==> src/rtl/mips_mc_control_pkg.sv <==
// Shared definitions for the multicycle MIPS main control.
//   state_t : FSM state codes (0-11 used, 12-15 unused)
//   OP_*    : opcode constants (IR[31:26])
//   ALUOP_* / PCSRC_* / SRCB_* : datapath mux encodings, shared with
//             ALU control and datapath
//   ctrl_t  : bundle of datapath control strobes decoded from the state
//   isLegal : opcode support check, gated by the addi enable
package mips_mc_control_pkg;

   typedef enum logic [3:0] {
      S_FETCH     = 4'd0,
      S_DECODE    = 4'd1,
      S_MEM_ADDR  = 4'd2,
      S_MEM_READ  = 4'd3,
      S_MEM_WB    = 4'd4,
      S_MEM_WRITE = 4'd5,
      S_EXECUTE   = 4'd6,
      S_ALU_WB    = 4'd7,
      S_BRANCH    = 4'd8,
      S_JUMP      = 4'd9,
      S_ADDI_EX   = 4'd10,
      S_ADDI_WB   = 4'd11
   } state_t;

   localparam logic [5:0] OP_RTYPE = 6'b000000;
   localparam logic [5:0] OP_LW    = 6'b100011;
   localparam logic [5:0] OP_SW    = 6'b101011;
   localparam logic [5:0] OP_BEQ   = 6'b000100;
   localparam logic [5:0] OP_J     = 6'b000010;
   localparam logic [5:0] OP_ADDI  = 6'b001000;

   localparam logic [1:0] ALUOP_ADD   = 2'b00;
   localparam logic [1:0] ALUOP_SUB   = 2'b01;
   localparam logic [1:0] ALUOP_FUNCT = 2'b10;

   localparam logic [1:0] PCSRC_ALU    = 2'b00;
   localparam logic [1:0] PCSRC_ALUOUT = 2'b01;
   localparam logic [1:0] PCSRC_JUMP   = 2'b10;

   localparam logic [1:0] SRCB_REGB    = 2'b00;
   localparam logic [1:0] SRCB_FOUR    = 2'b01;
   localparam logic [1:0] SRCB_IMM     = 2'b10;
   localparam logic [1:0] SRCB_IMM_SH2 = 2'b11;

   typedef struct packed {
      logic       pcWrite;
      logic       pcWriteCond;
      logic [1:0] pcSource;
      logic       iorD;
      logic       memRead;
      logic       memWrite;
      logic       irWrite;
      logic       regRead;
      logic       regWrite;
      logic       regDst;
      logic       memtoReg;
      logic       aluSrcA;
      logic [1:0] aluSrcB;
      logic [1:0] aluOp;
      logic       instrDone;
   } ctrl_t;

   function automatic logic isLegal(input logic [5:0] op, input logic addiEn);
      logic ok;
      case (op)
         OP_RTYPE, OP_LW, OP_SW, OP_BEQ, OP_J: ok = 1'b1;
         OP_ADDI:                              ok = addiEn;
         default:                              ok = 1'b0;
      endcase
      return ok;
   endfunction

endpackage

==> src/rtl/mips_mc_control_if.sv <==
// Control bus between the main control FSM and the datapath.
//   opcode         : IR[31:26] from datapath
//   state          : current FSM state (debug)
//   PCWrite..ALUOp : datapath control strobes and mux selects
//   instr_done     : pulse in the last state of each instruction
//   illegal_op     : pulse in DECODE on an unsupported opcode
// master = control FSM, slave = datapath.
interface mips_mc_control_if;
   logic [5:0] opcode;
   logic [3:0] state;
   logic       PCWrite;
   logic       PCWriteCond;
   logic [1:0] PCSource;
   logic       IorD;
   logic       MemRead;
   logic       MemWrite;
   logic       IRWrite;
   logic       RegRead;
   logic       RegWrite;
   logic       RegDst;
   logic       MemtoReg;
   logic       ALUSrcA;
   logic [1:0] ALUSrcB;
   logic [1:0] ALUOp;
   logic       instr_done;
   logic       illegal_op;

   modport master (
      input  opcode,
      output state, PCWrite, PCWriteCond, PCSource, IorD, MemRead, MemWrite,
             IRWrite, RegRead, RegWrite, RegDst, MemtoReg, ALUSrcA, ALUSrcB,
             ALUOp, instr_done, illegal_op
   );

   modport slave (
      output opcode,
      input  state, PCWrite, PCWriteCond, PCSource, IorD, MemRead, MemWrite,
             IRWrite, RegRead, RegWrite, RegDst, MemtoReg, ALUSrcA, ALUSrcB,
             ALUOp, instr_done, illegal_op
   );
endinterface

==> src/rtl/mips_mc_control_decode.sv <==
// Combinational state -> datapath control decode (Moore outputs).
//   state : current FSM state
//   ctrl  : control strobes; everything not set for a state is 0, and the
//           unused codes 12-15 decode to all-zero.
module mips_mc_ctrl_decode
   import mips_mc_control_pkg::*;
(
   input  state_t state,
   output ctrl_t  ctrl
);

   always_comb begin
      ctrl = '0;
      case (state)
         S_FETCH: begin
            ctrl.memRead  = 1'b1;
            ctrl.irWrite  = 1'b1;
            ctrl.pcWrite  = 1'b1;
            ctrl.iorD     = 1'b0;
            ctrl.aluSrcA  = 1'b0;
            ctrl.aluSrcB  = SRCB_FOUR;
            ctrl.aluOp    = ALUOP_ADD;
            ctrl.pcSource = PCSRC_ALU;
         end
         S_DECODE: begin
            // branch target precomputed into ALUOut while regs are read
            ctrl.regRead = 1'b1;
            ctrl.aluSrcA = 1'b0;
            ctrl.aluSrcB = SRCB_IMM_SH2;
            ctrl.aluOp   = ALUOP_ADD;
         end
         S_MEM_ADDR, S_ADDI_EX: begin
            ctrl.aluSrcA = 1'b1;
            ctrl.aluSrcB = SRCB_IMM;
            ctrl.aluOp   = ALUOP_ADD;
         end
         S_MEM_READ: begin
            ctrl.memRead = 1'b1;
            ctrl.iorD    = 1'b1;
         end
         S_MEM_WB: begin
            ctrl.regWrite  = 1'b1;
            ctrl.memtoReg  = 1'b1;
            ctrl.regDst    = 1'b0;
            ctrl.instrDone = 1'b1;
         end
         S_MEM_WRITE: begin
            ctrl.memWrite  = 1'b1;
            ctrl.iorD      = 1'b1;
            ctrl.instrDone = 1'b1;
         end
         S_EXECUTE: begin
            ctrl.aluSrcA = 1'b1;
            ctrl.aluSrcB = SRCB_REGB;
            ctrl.aluOp   = ALUOP_FUNCT;
         end
         S_ALU_WB: begin
            ctrl.regWrite  = 1'b1;
            ctrl.regDst    = 1'b1;
            ctrl.memtoReg  = 1'b0;
            ctrl.instrDone = 1'b1;
         end
         S_BRANCH: begin
            ctrl.pcWriteCond = 1'b1;
            ctrl.aluSrcA     = 1'b1;
            ctrl.aluSrcB     = SRCB_REGB;
            ctrl.aluOp       = ALUOP_SUB;
            ctrl.pcSource    = PCSRC_ALUOUT;
            ctrl.instrDone   = 1'b1;
         end
         S_JUMP: begin
            ctrl.pcWrite   = 1'b1;
            ctrl.pcSource  = PCSRC_JUMP;
            ctrl.instrDone = 1'b1;
         end
         S_ADDI_WB: begin
            ctrl.regWrite  = 1'b1;
            ctrl.regDst    = 1'b0;
            ctrl.memtoReg  = 1'b0;
            ctrl.instrDone = 1'b1;
         end
         default: ctrl = '0;
      endcase
   end

endmodule

==> src/rtl/mips_mc_control.sv <==
// Multicycle MIPS main control FSM.
//   clk   : rising-edge clock
//   reset : synchronous, active-high; forces every output (and state) to 0
//           while high, next state FETCH
//   bus   : control interface (master side), opcode in, controls out
// ADDI_EN selects whether addi is decoded or treated as illegal.
module mips_mc_control
   import mips_mc_control_pkg::*;
#(
   parameter bit ADDI_EN = 1'b1
) (
   input logic              clk,
   input logic              reset,
   mips_mc_control_if.master bus
);

   state_t stateQ, stateD;
   ctrl_t  ctrl, ctrlOut;
   logic   opLegal;

   assign opLegal = isLegal(bus.opcode, ADDI_EN);

   always_ff @(posedge clk) begin
      if (reset) stateQ <= S_FETCH;
      else       stateQ <= stateD;
   end

   // opcode only steers the FSM in DECODE and MEM_ADDR
   always_comb begin
      stateD = S_FETCH;
      case (stateQ)
         S_FETCH: stateD = S_DECODE;
         S_DECODE: begin
            case (bus.opcode)
               OP_RTYPE:     stateD = S_EXECUTE;
               OP_LW, OP_SW: stateD = S_MEM_ADDR;
               OP_BEQ:       stateD = S_BRANCH;
               OP_J:         stateD = S_JUMP;
               OP_ADDI:      stateD = ADDI_EN ? S_ADDI_EX : S_FETCH;
               default:      stateD = S_FETCH;
            endcase
         end
         S_MEM_ADDR: stateD = (bus.opcode == OP_SW) ? S_MEM_WRITE : S_MEM_READ;
         S_MEM_READ: stateD = S_MEM_WB;
         S_EXECUTE:  stateD = S_ALU_WB;
         S_ADDI_EX:  stateD = S_ADDI_WB;
         default:    stateD = S_FETCH;
      endcase
   end

   mips_mc_ctrl_decode uDecode (
      .state (stateQ),
      .ctrl  (ctrl)
   );

   // Combinational gating makes reset kill the strobes in the same cycle,
   // so an instruction aborted by reset issues no write or done pulse.
   assign ctrlOut = reset ? '0 : ctrl;

   assign bus.state       = reset ? 4'd0 : stateQ;
   assign bus.illegal_op  = !reset && (stateQ == S_DECODE) && !opLegal;
   assign bus.PCWrite     = ctrlOut.pcWrite;
   assign bus.PCWriteCond = ctrlOut.pcWriteCond;
   assign bus.PCSource    = ctrlOut.pcSource;
   assign bus.IorD        = ctrlOut.iorD;
   assign bus.MemRead     = ctrlOut.memRead;
   assign bus.MemWrite    = ctrlOut.memWrite;
   assign bus.IRWrite     = ctrlOut.irWrite;
   assign bus.RegRead     = ctrlOut.regRead;
   assign bus.RegWrite    = ctrlOut.regWrite;
   assign bus.RegDst      = ctrlOut.regDst;
   assign bus.MemtoReg    = ctrlOut.memtoReg;
   assign bus.ALUSrcA     = ctrlOut.aluSrcA;
   assign bus.ALUSrcB     = ctrlOut.aluSrcB;
   assign bus.ALUOp       = ctrlOut.aluOp;
   assign bus.instr_done  = ctrlOut.instrDone;

endmodule

==> src/flat_wrapper.sv <==
// flat-port wrapper written by rule: the top's interface ports become plain ports
module mips_mc_control_flat import mips_mc_control_pkg::*;
#(
   parameter bit ADDI_EN = 1'b1
)
  (clk, reset, bus_opcode, bus_state, bus_PCWrite, bus_PCWriteCond, bus_PCSource, bus_IorD, bus_MemRead, bus_MemWrite, bus_IRWrite, bus_RegRead, bus_RegWrite, bus_RegDst, bus_MemtoReg, bus_ALUSrcA, bus_ALUSrcB, bus_ALUOp, bus_instr_done, bus_illegal_op);
  mips_mc_control_if bus_i ();
  input logic clk;
  input logic reset;
  input wire logic [$bits(bus_i.opcode)-1:0] bus_opcode;
  output wire logic [$bits(bus_i.state)-1:0] bus_state;
  output wire logic [$bits(bus_i.PCWrite)-1:0] bus_PCWrite;
  output wire logic [$bits(bus_i.PCWriteCond)-1:0] bus_PCWriteCond;
  output wire logic [$bits(bus_i.PCSource)-1:0] bus_PCSource;
  output wire logic [$bits(bus_i.IorD)-1:0] bus_IorD;
  output wire logic [$bits(bus_i.MemRead)-1:0] bus_MemRead;
  output wire logic [$bits(bus_i.MemWrite)-1:0] bus_MemWrite;
  output wire logic [$bits(bus_i.IRWrite)-1:0] bus_IRWrite;
  output wire logic [$bits(bus_i.RegRead)-1:0] bus_RegRead;
  output wire logic [$bits(bus_i.RegWrite)-1:0] bus_RegWrite;
  output wire logic [$bits(bus_i.RegDst)-1:0] bus_RegDst;
  output wire logic [$bits(bus_i.MemtoReg)-1:0] bus_MemtoReg;
  output wire logic [$bits(bus_i.ALUSrcA)-1:0] bus_ALUSrcA;
  output wire logic [$bits(bus_i.ALUSrcB)-1:0] bus_ALUSrcB;
  output wire logic [$bits(bus_i.ALUOp)-1:0] bus_ALUOp;
  output wire logic [$bits(bus_i.instr_done)-1:0] bus_instr_done;
  output wire logic [$bits(bus_i.illegal_op)-1:0] bus_illegal_op;
  assign bus_i.opcode = bus_opcode;
  assign bus_state = bus_i.state;
  assign bus_PCWrite = bus_i.PCWrite;
  assign bus_PCWriteCond = bus_i.PCWriteCond;
  assign bus_PCSource = bus_i.PCSource;
  assign bus_IorD = bus_i.IorD;
  assign bus_MemRead = bus_i.MemRead;
  assign bus_MemWrite = bus_i.MemWrite;
  assign bus_IRWrite = bus_i.IRWrite;
  assign bus_RegRead = bus_i.RegRead;
  assign bus_RegWrite = bus_i.RegWrite;
  assign bus_RegDst = bus_i.RegDst;
  assign bus_MemtoReg = bus_i.MemtoReg;
  assign bus_ALUSrcA = bus_i.ALUSrcA;
  assign bus_ALUSrcB = bus_i.ALUSrcB;
  assign bus_ALUOp = bus_i.ALUOp;
  assign bus_instr_done = bus_i.instr_done;
  assign bus_illegal_op = bus_i.illegal_op;
  mips_mc_control #(.ADDI_EN(ADDI_EN)) u_core (.clk(clk), .reset(reset), .bus(bus_i));
endmodule
==> config.mk <==
export PLATFORM = sky130hd
export DESIGN_NAME = mips_mc_control_flat
export DESIGN_NICKNAME = d
export VERILOG_FILES = /design/src/rtl/mips_mc_control_pkg.sv /design/src/rtl/mips_mc_control_if.sv /design/src/rtl/mips_mc_control_decode.sv /design/src/rtl/mips_mc_control.sv /design/src/flat_wrapper.sv
export SDC_FILE = /design/constraint.sdc
export NUM_CORES = 1
export LEC_CHECK = 0
export CAP_MARGIN = 25
export CORE_UTILIZATION = 30
export DETAILED_ROUTE_END_ITERATION = 8
export HOLD_SLACK_MARGIN = 0.06
export PLACE_DENSITY = 0.67
export SYNTH_ARGS = -nofsm -noshare
export SYNTH_HDL_FRONTEND = slang
export SYNTH_HIERARCHICAL = 1
export SYNTH_SLANG_ARGS = --single-unit
export TNS_END_PERCENT = 5
==> constraint.sdc <==
create_clock -name clk -period 2.7 [get_ports clk]
set_input_delay 0.27 -clock clk [delete_from_list [all_inputs] [get_ports clk]]
set_output_delay 0.27 -clock clk [all_outputs]
set_load 0.1 [all_outputs]
# Yosys cells after proc, flatten, opt, wreduce, memory -nomap -nowiden
# Index checks and enable logic that the tools add are counted.
[word_totals] regBits=4 in_bits=8 word_cells=47
[op_classes] eq_ne=16 muxes=17 reduce_logical=13
[op_table] op="case mux 5 bit (5 select lines)" n=1
[op_table] op="case mux 4 bit (6 select lines)" n=1
[op_table] op="case mux 4 bit (5 select lines)" n=1
[op_table] op="two-way mux 18 bit" n=1
[op_table] op="== test 4 x 3 -> 1 bit, second input constant" n=4
[op_table] op="== test 4 bit, second input constant" n=4
[op_table] op="== test 6 bit, second input constant" n=2
[op_table] op="OR reduction 6 bit" n=2
[op_table] op="OR reduction 2 bit" n=5
[op_table] op="two-way mux 1 bit" n=9
[op_table] op="case mux 3 bit (3 select lines)" n=1
[op_table] op="== test 4 x 2 -> 1 bit, second input constant" n=2
[op_table] op="== test 6 x 2 -> 1 bit, second input constant" n=1
[op_table] op="== test 6 x 3 -> 1 bit, second input constant" n=1
[op_table] op="== test 6 x 4 -> 1 bit, second input constant" n=1
[op_table] op="logical NOT 6 bit" n=1
[op_table] op="== test 4 x 1 -> 1 bit, second input constant" n=1
[op_table] op="logical NOT 4 bit" n=1
[op_table] op="two-way mux 4 bit" n=1
[op_table] op="case mux 2 bit (2 select lines)" n=1
[op_table] op="two-way mux 3 bit" n=1
[op_table] op="logical AND 1 bit" n=2
[op_table] op="logical NOT 1 bit" n=2

# Longest topological paths before layout
# Gate-level depths: netlist of run 1.
[logic_depth] word_depth=5 ltp_mapped=6

# Modules after synthesis
# Netlist of run 1, hierarchy kept.
[by_module_without_submodules] module="mips_mc_control" instances=1 cells_each=59 area_per_inst_um2=442.9 seq_area_each_um2=80.1
[by_module_without_submodules] module="mips_mc_ctrl_decode" instances=1 cells_each=33 area_per_inst_um2=214.0 seq_area_each_um2=0.0

# Worst setup path after synthesis of run 1
# OpenSTA, ideal clock, no wires.
[synth_timing] path_type="register to output" startpoint="register u_core.stateQ[1]" endpoint="output bus_PCWriteCond" arrival_ns=2.390 required_time_ns=2.430 path_slack_ns=0.040 stages_incl_launch_ff=7 n_path_buf=3 cell_sequence="dfxtp_1 buf_6 or2_1 buf_6 nor2_1 buf_4 nor2b_1"
[synth_lines] item="from (decl)" line_no="mips_mc_control.sv:17" rtl="state_t stateQ, stateD;"
[synth_lines] item="from (signal assigned)" line_no="mips_mc_control.sv:25" rtl="else stateQ <= stateD;"
[synth_lines] item="to (decl)" line_no="flat_wrapper.sv:13" rtl="output wire logic [$bits(bus_i.PCWriteCond)-1:0] bus_PCWriteCond;"

==> metrics.md, run 1 <==
| Metric | Value |
|---|---|
| Result of the run | finished, final reports clean |
| Leading area contributor after synthesis | sky130_fd_sc_hd__nor2b_1 |
| Sum of net half-perimeters after detailed placement | 1.32 mm |
| Post-detailed-route count of antenna-violating nets | 0 |
| Initial antenna violation count | 0 |
| Startpoint types | flop |
| Drt wl/cell | 11.2 um |
| PnR Total Power | 302 uW |
| DRC violation count after routing | 0 |
| Largest voltage drop on the vdd net | 180 uV |
| Cell leakage power | 0.000432 uW |
| Crit path from | u_core/stateQ[2] |
| Critical path fanouts, max | 19 |
| TritonCTS Buffers | 3 |
| Clk pin slew, worst setup/hold paths | 30 ps |
| Standard-cell rows | 16 |
| Number of synthesized register bits | 4 |
| Setup repair after global routing missed its margin | false |
| Clock latency at the later pin of the worst-skew pair | 230 ps |
| Clock Tree Root | sky130_fd_sc_hd__clkbuf_4 |
| Endpoint required time on the critical path | 2430 ps |
| Maximum number of pins on one net before global-route repair | 24 |
| Number of global-route vias before repair | 651 |
| Synthesis-to-finish area growth | 82.9% |
| Die span in x | 48.8 um |
| Max FFs per register | 4 |
| Cell types with the largest area share after synthesis | sky130_fd_sc_hd__nor2b_1 20%, sky130_fd_sc_hd__dfxtp_1 12%, sky130_fd_sc_hd__nor3_1 6.1% |
| Number of cells on the worst reg-to-reg path | 3 |
| Tightest Hold Check Type | reg2reg |
| Net count of the finished layout | 129 |
| Final period utilization | 80.2% |
| CTS tree | done |
| Met2 capacity usage during global routing | 27.1% |
| Top post-synthesis cells by count | 21 x sky130_fd_sc_hd__nor2b_1, 9 x sky130_fd_sc_hd__nor2_1, 8 x sky130_fd_sc_hd__nor3_1, 4 x sky130_fd_sc_hd__dfxtp_1 |
| Worst r2r dst | u_core/stateQ[3] |
| Share of post-route cells with drive strength above 1 | 28.6% |
| Routed wire length | 1.64 mm |
| Pwr per Cell Area | 251 nW/um2 |
| Buffers on Ports | 30 |
| Reg-to-reg critical path startpoint | u_core/stateQ[3] |
| Pre-CTS setup slack | 776 ps |
| Final number of max-transition violations | 0 |
| Share of flip-flops with an asynchronous set or reset after synthesis | 0% |
| Post-synthesis sequential area ratio | 12.2% |
| Synthesized net count | 100 |
| Die outline height | 48.8 um |
| Worst setup path category | reg2out |
| CTS Hold Buffers Added | 0 |
| Detailed-route via count | 732 |
| Smallest setup slack after layout | 535 ps |
| Weighted congestion reported at the end of routability-driven placement | 0.827 |
| DR pass1 iterations | 4 |
| Dominant cell by count in the synthesized netlist | sky130_fd_sc_hd__nor2b_1 |
| Met1 track utilization from global routing | 14.3% |
| Largest registers | u_core/stateQ: 4 flops |
| Hold Fails Final Rpt | 0 |
| Mapped Area | 657 um2 |
| Global-route layer with the greatest usage | met2 |
| Die area | 2380 um2 |
| Total negative slack | 0 ps |
| Post-route non-filler standard cell count | 146 |
| Fmax | 0.462 GHz |
| Iteration-0 DRC Markers | 11 |
| Vias per inst | 5.01 |
| Leftover overflow at the end of global routing | 0 |
| Data arrival time of the critical path | 1890 ps |
| Final worst path period need | 2160 ps |
| Yosys warning total | 6 |
| Area used by sequential logic in the layout | 80.1 um2 |
| Biggest register | u_core/stateQ |
| Setup slack of the most critical reg-to-reg path | 1180 ps |
| Critical Path End Type | primary output |
| Post-cts repair resize count | 0 |
| H-tree lvl count | 1 |
| Setup Skew | 0.675 ps |
| Setup violators final | 0 |
| Utilization after layout | 60.0% |
| Count of cell types in the netlist | 39 |
| Global Route Usage Sum | 14.1% |
| Most frequently used flop master after synthesis | sky130_fd_sc_hd__dfxtp_1 |
| Diode count | 0 |
| Least-Margin Pin Slew | 633 ps |
| Wire length of the first global-routing pass | 2.70 mm |
| Area of combinational cells with multiple inputs | 523 um2 |
| Slew margin rel. | 57.7% |
| Yosys top cell area share | 20.0% |
| Core footprint | 2000 um2 |
| Count of flip-flops with a built-in enable after synthesis | 0 |
| Post-Synthesis Mean Instance Area | 7.14 um2 |
| Cells after Synth | 92 |
| Number of max-cap violations | 0 |
| Post-CTS Setup Inserts | 0 |
| Number of placed cells counting well taps | 143 |
| Effective utilization at floorplan | 32.8% |
| Met3 global-route usage | 4.98% |
| Filler cells | 179 |
| Clk sink count | 4 |
| CTS max path bufs | 2 |
| Endpoint of the worst setup timing path | bus_RegWrite |
| Ports placed on the boundary | 31 |
-- power by group --
part,internal [uW],total [uW],switching [uW],leakage (uW)
clock,49.5,71.5,22.0,0.0000138
sequential,61.1,66.8,5.70,0.0000326
combinational,62.6,163,101,0.000385
total,173,302,129,0.000432
-- per-stage QoR --
stage	hold slack (ps)	area, um2
global route	714	1200
floorplan	424	657
finish	669	1200
CTS	664	1200
detailed placement	658	1180
global placement	649	1180
-- routing by layer --
metal	vias up	routed length (um)
li1	377	-
met2	35	837
met4	0	0
met5	-	0
met3	0	122
met1	320	681
-- worst max-delay path, cell delays in order, from the launching register on --
cell and delay, ps:
sky130_fd_sc_hd__dfxtp_1 710, sky130_fd_sc_hd__nand2b_1 260, sky130_fd_sc_hd__o22ai_1 210, sky130_fd_sc_hd__nor2b_1 270
sky130_fd_sc_hd__buf_12 210
-- how the worst min path moves through the flow --
stage / start / to / slack (ps) / depth (start not counted)
3_5_place_dp: u_core/stateQ[1] / u_core/stateQ[2] / 660 / 2
3_3_place_gp: u_core/stateQ[1] / u_core/stateQ[2] / 650 / 2
4_1_cts: u_core/stateQ[1] / u_core/stateQ[2] / 660 / 2
2_1_floorplan: bus_opcode[1] / u_core/stateQ[0] / 420 / 2
6_report: u_core/stateQ[1] / u_core/stateQ[2] / 670 / 2
5_1_grt: u_core/stateQ[1] / u_core/stateQ[2] / 710 / 2
-- placed cells by master (no fill, tap or decap), types with 2 or more instances in the layout --
cell type	count
sky130_fd_sc_hd__clkdlybuf4s50_1	7
sky130_fd_sc_hd__a211oi_1	2
sky130_fd_sc_hd__nand2_1	3
sky130_fd_sc_hd__buf_12	23
sky130_fd_sc_hd__dfxtp_1	4
sky130_fd_sc_hd__a211oi_2	2
sky130_fd_sc_hd__nor3_1	8
sky130_fd_sc_hd__or3b_1	2
sky130_fd_sc_hd__and2b_1	2
sky130_fd_sc_hd__a21oi_1	2
sky130_fd_sc_hd__clkbuf_4	3
sky130_fd_sc_hd__xnor2_1	2
sky130_fd_sc_hd__a21boi_0	2
sky130_fd_sc_hd__nor2_1	9
sky130_fd_sc_hd__nand2b_1	3
sky130_fd_sc_hd__nor2b_1	21
sky130_fd_sc_hd__xor2_1	2
-- final cells by class --
cell class	instances	share of cell area, %
clock buffers	3	1.88
well taps	27	2.81
inverters	1	0.313
repair buffers	31	44.8
multi-input cells	80	43.5
flip-flops and latches	4	6.67
-- kinds of logic after synthesis --
logic type / share of synthesized area, %
compound gates: 22.7
simple gates: 51.6
flops: 12.2
xor+xnor: 5.33
buf+inv: 8.19
Note: power is estimated with default switching activity, not from simulation.
==> run 2: changes to the inputs <==
--- a/config.mk
+++ b/config.mk
@@ -9,7 +9,7 @@
 export CORE_UTILIZATION = 30
 export DETAILED_ROUTE_END_ITERATION = 8
 export HOLD_SLACK_MARGIN = 0.06
-export PLACE_DENSITY = 0.67
+export PLACE_DENSITY = 0.69
 export SYNTH_ARGS = -nofsm -noshare
 export SYNTH_HDL_FRONTEND = slang
 export SYNTH_HIERARCHICAL = 1
==> constraint.sdc (replaced) <==
create_clock -name clk -period 1.9 [get_ports clk]
set_input_delay 0.19 -clock clk [delete_from_list [all_inputs] [get_ports clk]]
set_output_delay 0.19 -clock clk [all_outputs]
set_load 0.1 [all_outputs]
==> run 2 against run 1 <==
Effect of this change:
- setup slack got worse by 410 ps
- largest power group unchanged
- sequential power increased by 42%
- combinational power increased by 49%
- register-to-register slack got worse by 650 ps
- first-iteration DRC count increased by 91%
- final cell count increased by 2.7%
- non-clock buffer count increased by 4
- power increased by 50%
- core utilization increased by 3.2 points
- via count increased by 4.2%
==> metrics.md, run 2 (synthesized netlist as in run 1, its figures left out) <==
| Metric | Value |
|---|---|
| Result of the run | finished, final reports clean |
| Met1 track utilization from global routing | 18.9% |
| Filler cells | 175 |
| Met2 capacity usage during global routing | 30.1% |
| Final worst path period need | 1780 ps |
| Final number of max-transition violations | 0 |
| Slew margin rel. | 81.1% |
| Critical path fanouts, max | 5 |
| Vias per inst | 5.09 |
| Startpoint types | input pin |
| Iteration-0 DRC Markers | 21 |
| Crit path from | bus_opcode[3] |
| Pre-CTS setup slack | 133 ps |
| Routed wire length | 1.89 mm |
| Smallest setup slack after layout | 123 ps |
| Tightest Hold Check Type | reg2reg |
| Clock Tree Root | sky130_fd_sc_hd__clkbuf_4 |
| Hold-critical path endpoint | u_core/stateQ[2] |
| Startpoint of the most critical hold path | u_core/stateQ[1] |
| Largest registers | u_core/stateQ: 4 flops |
| Clock latency at the later pin of the worst-skew pair | 250 ps |
| Post-detailed-route count of antenna-violating nets | 0 |
| Maximum number of pins on one net before global-route repair | 16 |
| Effective utilization at floorplan | 32.8% |
| Cell leakage power | 0.000457 uW |
| Weighted congestion reported at the end of routability-driven placement | 0.841 |
| TritonCTS Buffers | 3 |
| Die outline height | 48.8 um |
| Pwr per Cell Area | 357 nW/um2 |
| Net count of the finished layout | 133 |
| Initial antenna violation count | 0 |
| Area of combinational cells with multiple inputs | 552 um2 |
| Most frequent standard cell in the layout excluding fill and tap cells | sky130_fd_sc_hd__buf_12 |
| Core footprint | 2000 um2 |
| CTS max path bufs | 2 |
| Worst hold margin | 612 ps |
| Worst setup path category | in2out |
| Global-route layer with the greatest usage | met2 |
| Fmax | 0.563 GHz |
| Leftover overflow at the end of global routing | 0 |
| CTS tree | done |
| Synthesis-to-finish area growth | 92.6% |
| Data arrival time of the critical path | 1590 ps |
| Setup repair after global routing missed its margin | false |
| Number of cells on the worst reg-to-reg path | 4 |
| Sum of net half-perimeters after detailed placement | 1.48 mm |
| Global Route Usage Sum | 17.5% |
| Buffers on Ports | 30 |
| Met3 global-route usage | 4.05% |
| Setup Skew | 4.16 ps |
| Largest voltage drop on the vdd net | 381 uV |
| Ports placed on the boundary | 31 |
| Endpoint required time on the critical path | 1710 ps |
| Die span in x | 48.8 um |
| Setup slack of the most critical reg-to-reg path | 530 ps |
| Die area | 2380 um2 |
| PnR Total Power | 451 uW |
| Detailed-route via count | 763 |
| H-tree lvl count | 1 |
| Reg-to-reg critical path startpoint | u_core/stateQ[3] |
| Critical Path End Type | primary output |
| WHS Path Cells | 2 |
| Clk pin slew, worst setup/hold paths | 40 ps |
| Drt wl/cell | 12.6 um |
| Share of post-route cells with drive strength above 1 | 43.9% |
| DRC violation count after routing | 0 |
| Final period utilization | 93.5% |
| Number of max-cap violations | 0 |
| DR pass1 iterations | 4 |
| Most frequent cells in the layout | 23 x sky130_fd_sc_hd__buf_12, 11 x sky130_fd_sc_hd__nor2b_2, 10 x sky130_fd_sc_hd__nor2b_1 |
| Max FFs per register | 4 |
| Clk sink count | 4 |
| Hold Fails Final Rpt | 0 |
| Biggest register | u_core/stateQ |
| Least-Margin Pin Slew | 282 ps |
| Setup violators final | 0 |
| Worst r2r dst | u_core/stateQ[3] |
| Diode count | 0 |
| Standard-cell rows | 16 |
| Area used by sequential logic in the layout | 85.1 um2 |
| Number of global-route vias before repair | 726 |
| Wire length of the first global-routing pass | 3.21 mm |
[run 2: cell types whose count changed in the layout (fill, tap and decap cells not counted)]
cell                      previous run  this run
sky130_fd_sc_hd__and4b_1             1         0
sky130_fd_sc_hd__and4b_2             0         1
sky130_fd_sc_hd__buf_4               1         5
sky130_fd_sc_hd__dfxtp_1             4         0
sky130_fd_sc_hd__dfxtp_2             0         4
sky130_fd_sc_hd__nor2b_1            21        10
sky130_fd_sc_hd__nor2b_2             0        11
[run 2: worst max path at each step]
stage                endpoint  slack [ps]  depth (start not counted)
5_1_grt        bus_illegal_op          30                          5
3_3_place_gp   bus_illegal_op         180                          5
3_5_place_dp   bus_illegal_op         130                          5
6_report       bus_illegal_op         120                          5
4_1_cts        bus_ALUSrcB[1]           8                          4
2_1_floorplan      bus_RegDst        -500                          4
[run 2: metrics by stage]
| step | setup TNS [ps] | area, um2 | util, % | cells |
|---|---|---|---|---|
| global placement | 0 | 1240 | 61.8 | 147 |
| global route | 0 | 1260 | 63.2 | 150 |
| CTS | 0 | 1260 | 63.0 | 150 |
| finish | 0 | 1260 | 63.2 | 150 |
| floorplan | -4990 | 686 | - | 92 |
| detailed placement | 0 | 1240 | 61.8 | 147 |
[run 2: what timing repair did]
action	CTS	global route
hold buffers	0	0
cloned	0	0
resized for setup	1	3
endpoints found under the setup margin	1	10
buffers inserted	0	0
[run 2: routing by layer]
layer | up-vias | wire [um]
met5 | - | 0
met4 | 0 | 49
met3 | 6 | 113
met2 | 35 | 941
met1 | 339 | 788
li1 | 383 | -
[run 2: layout make-up]
type / count / share of cell area (%)
flip-flops and latches: 4 / 6.73
inverters: 1 / 0.297
clock buffers: 3 / 1.78
repair buffers: 35 / 44.9
multi-input cells: 80 / 43.6
well taps: 27 / 2.67
[run 2: critical path: stages]
cell and delay [ps]:
sky130_fd_sc_hd__clkdlybuf4s50_1 500, sky130_fd_sc_hd__xor2_1 180, sky130_fd_sc_hd__o211ai_1 250, sky130_fd_sc_hd__and4b_2 300
sky130_fd_sc_hd__buf_12 180
[run 2: power by group]
group / leakage [uW] / switching [uW] / internal, uW / total [uW]
registers: 0.0000343 / 7.70 / 87.1 / 94.8
clock network: 0.0000138 / 42.8 / 71.2 / 114
logic: 0.000409 / 148 / 95.0 / 243
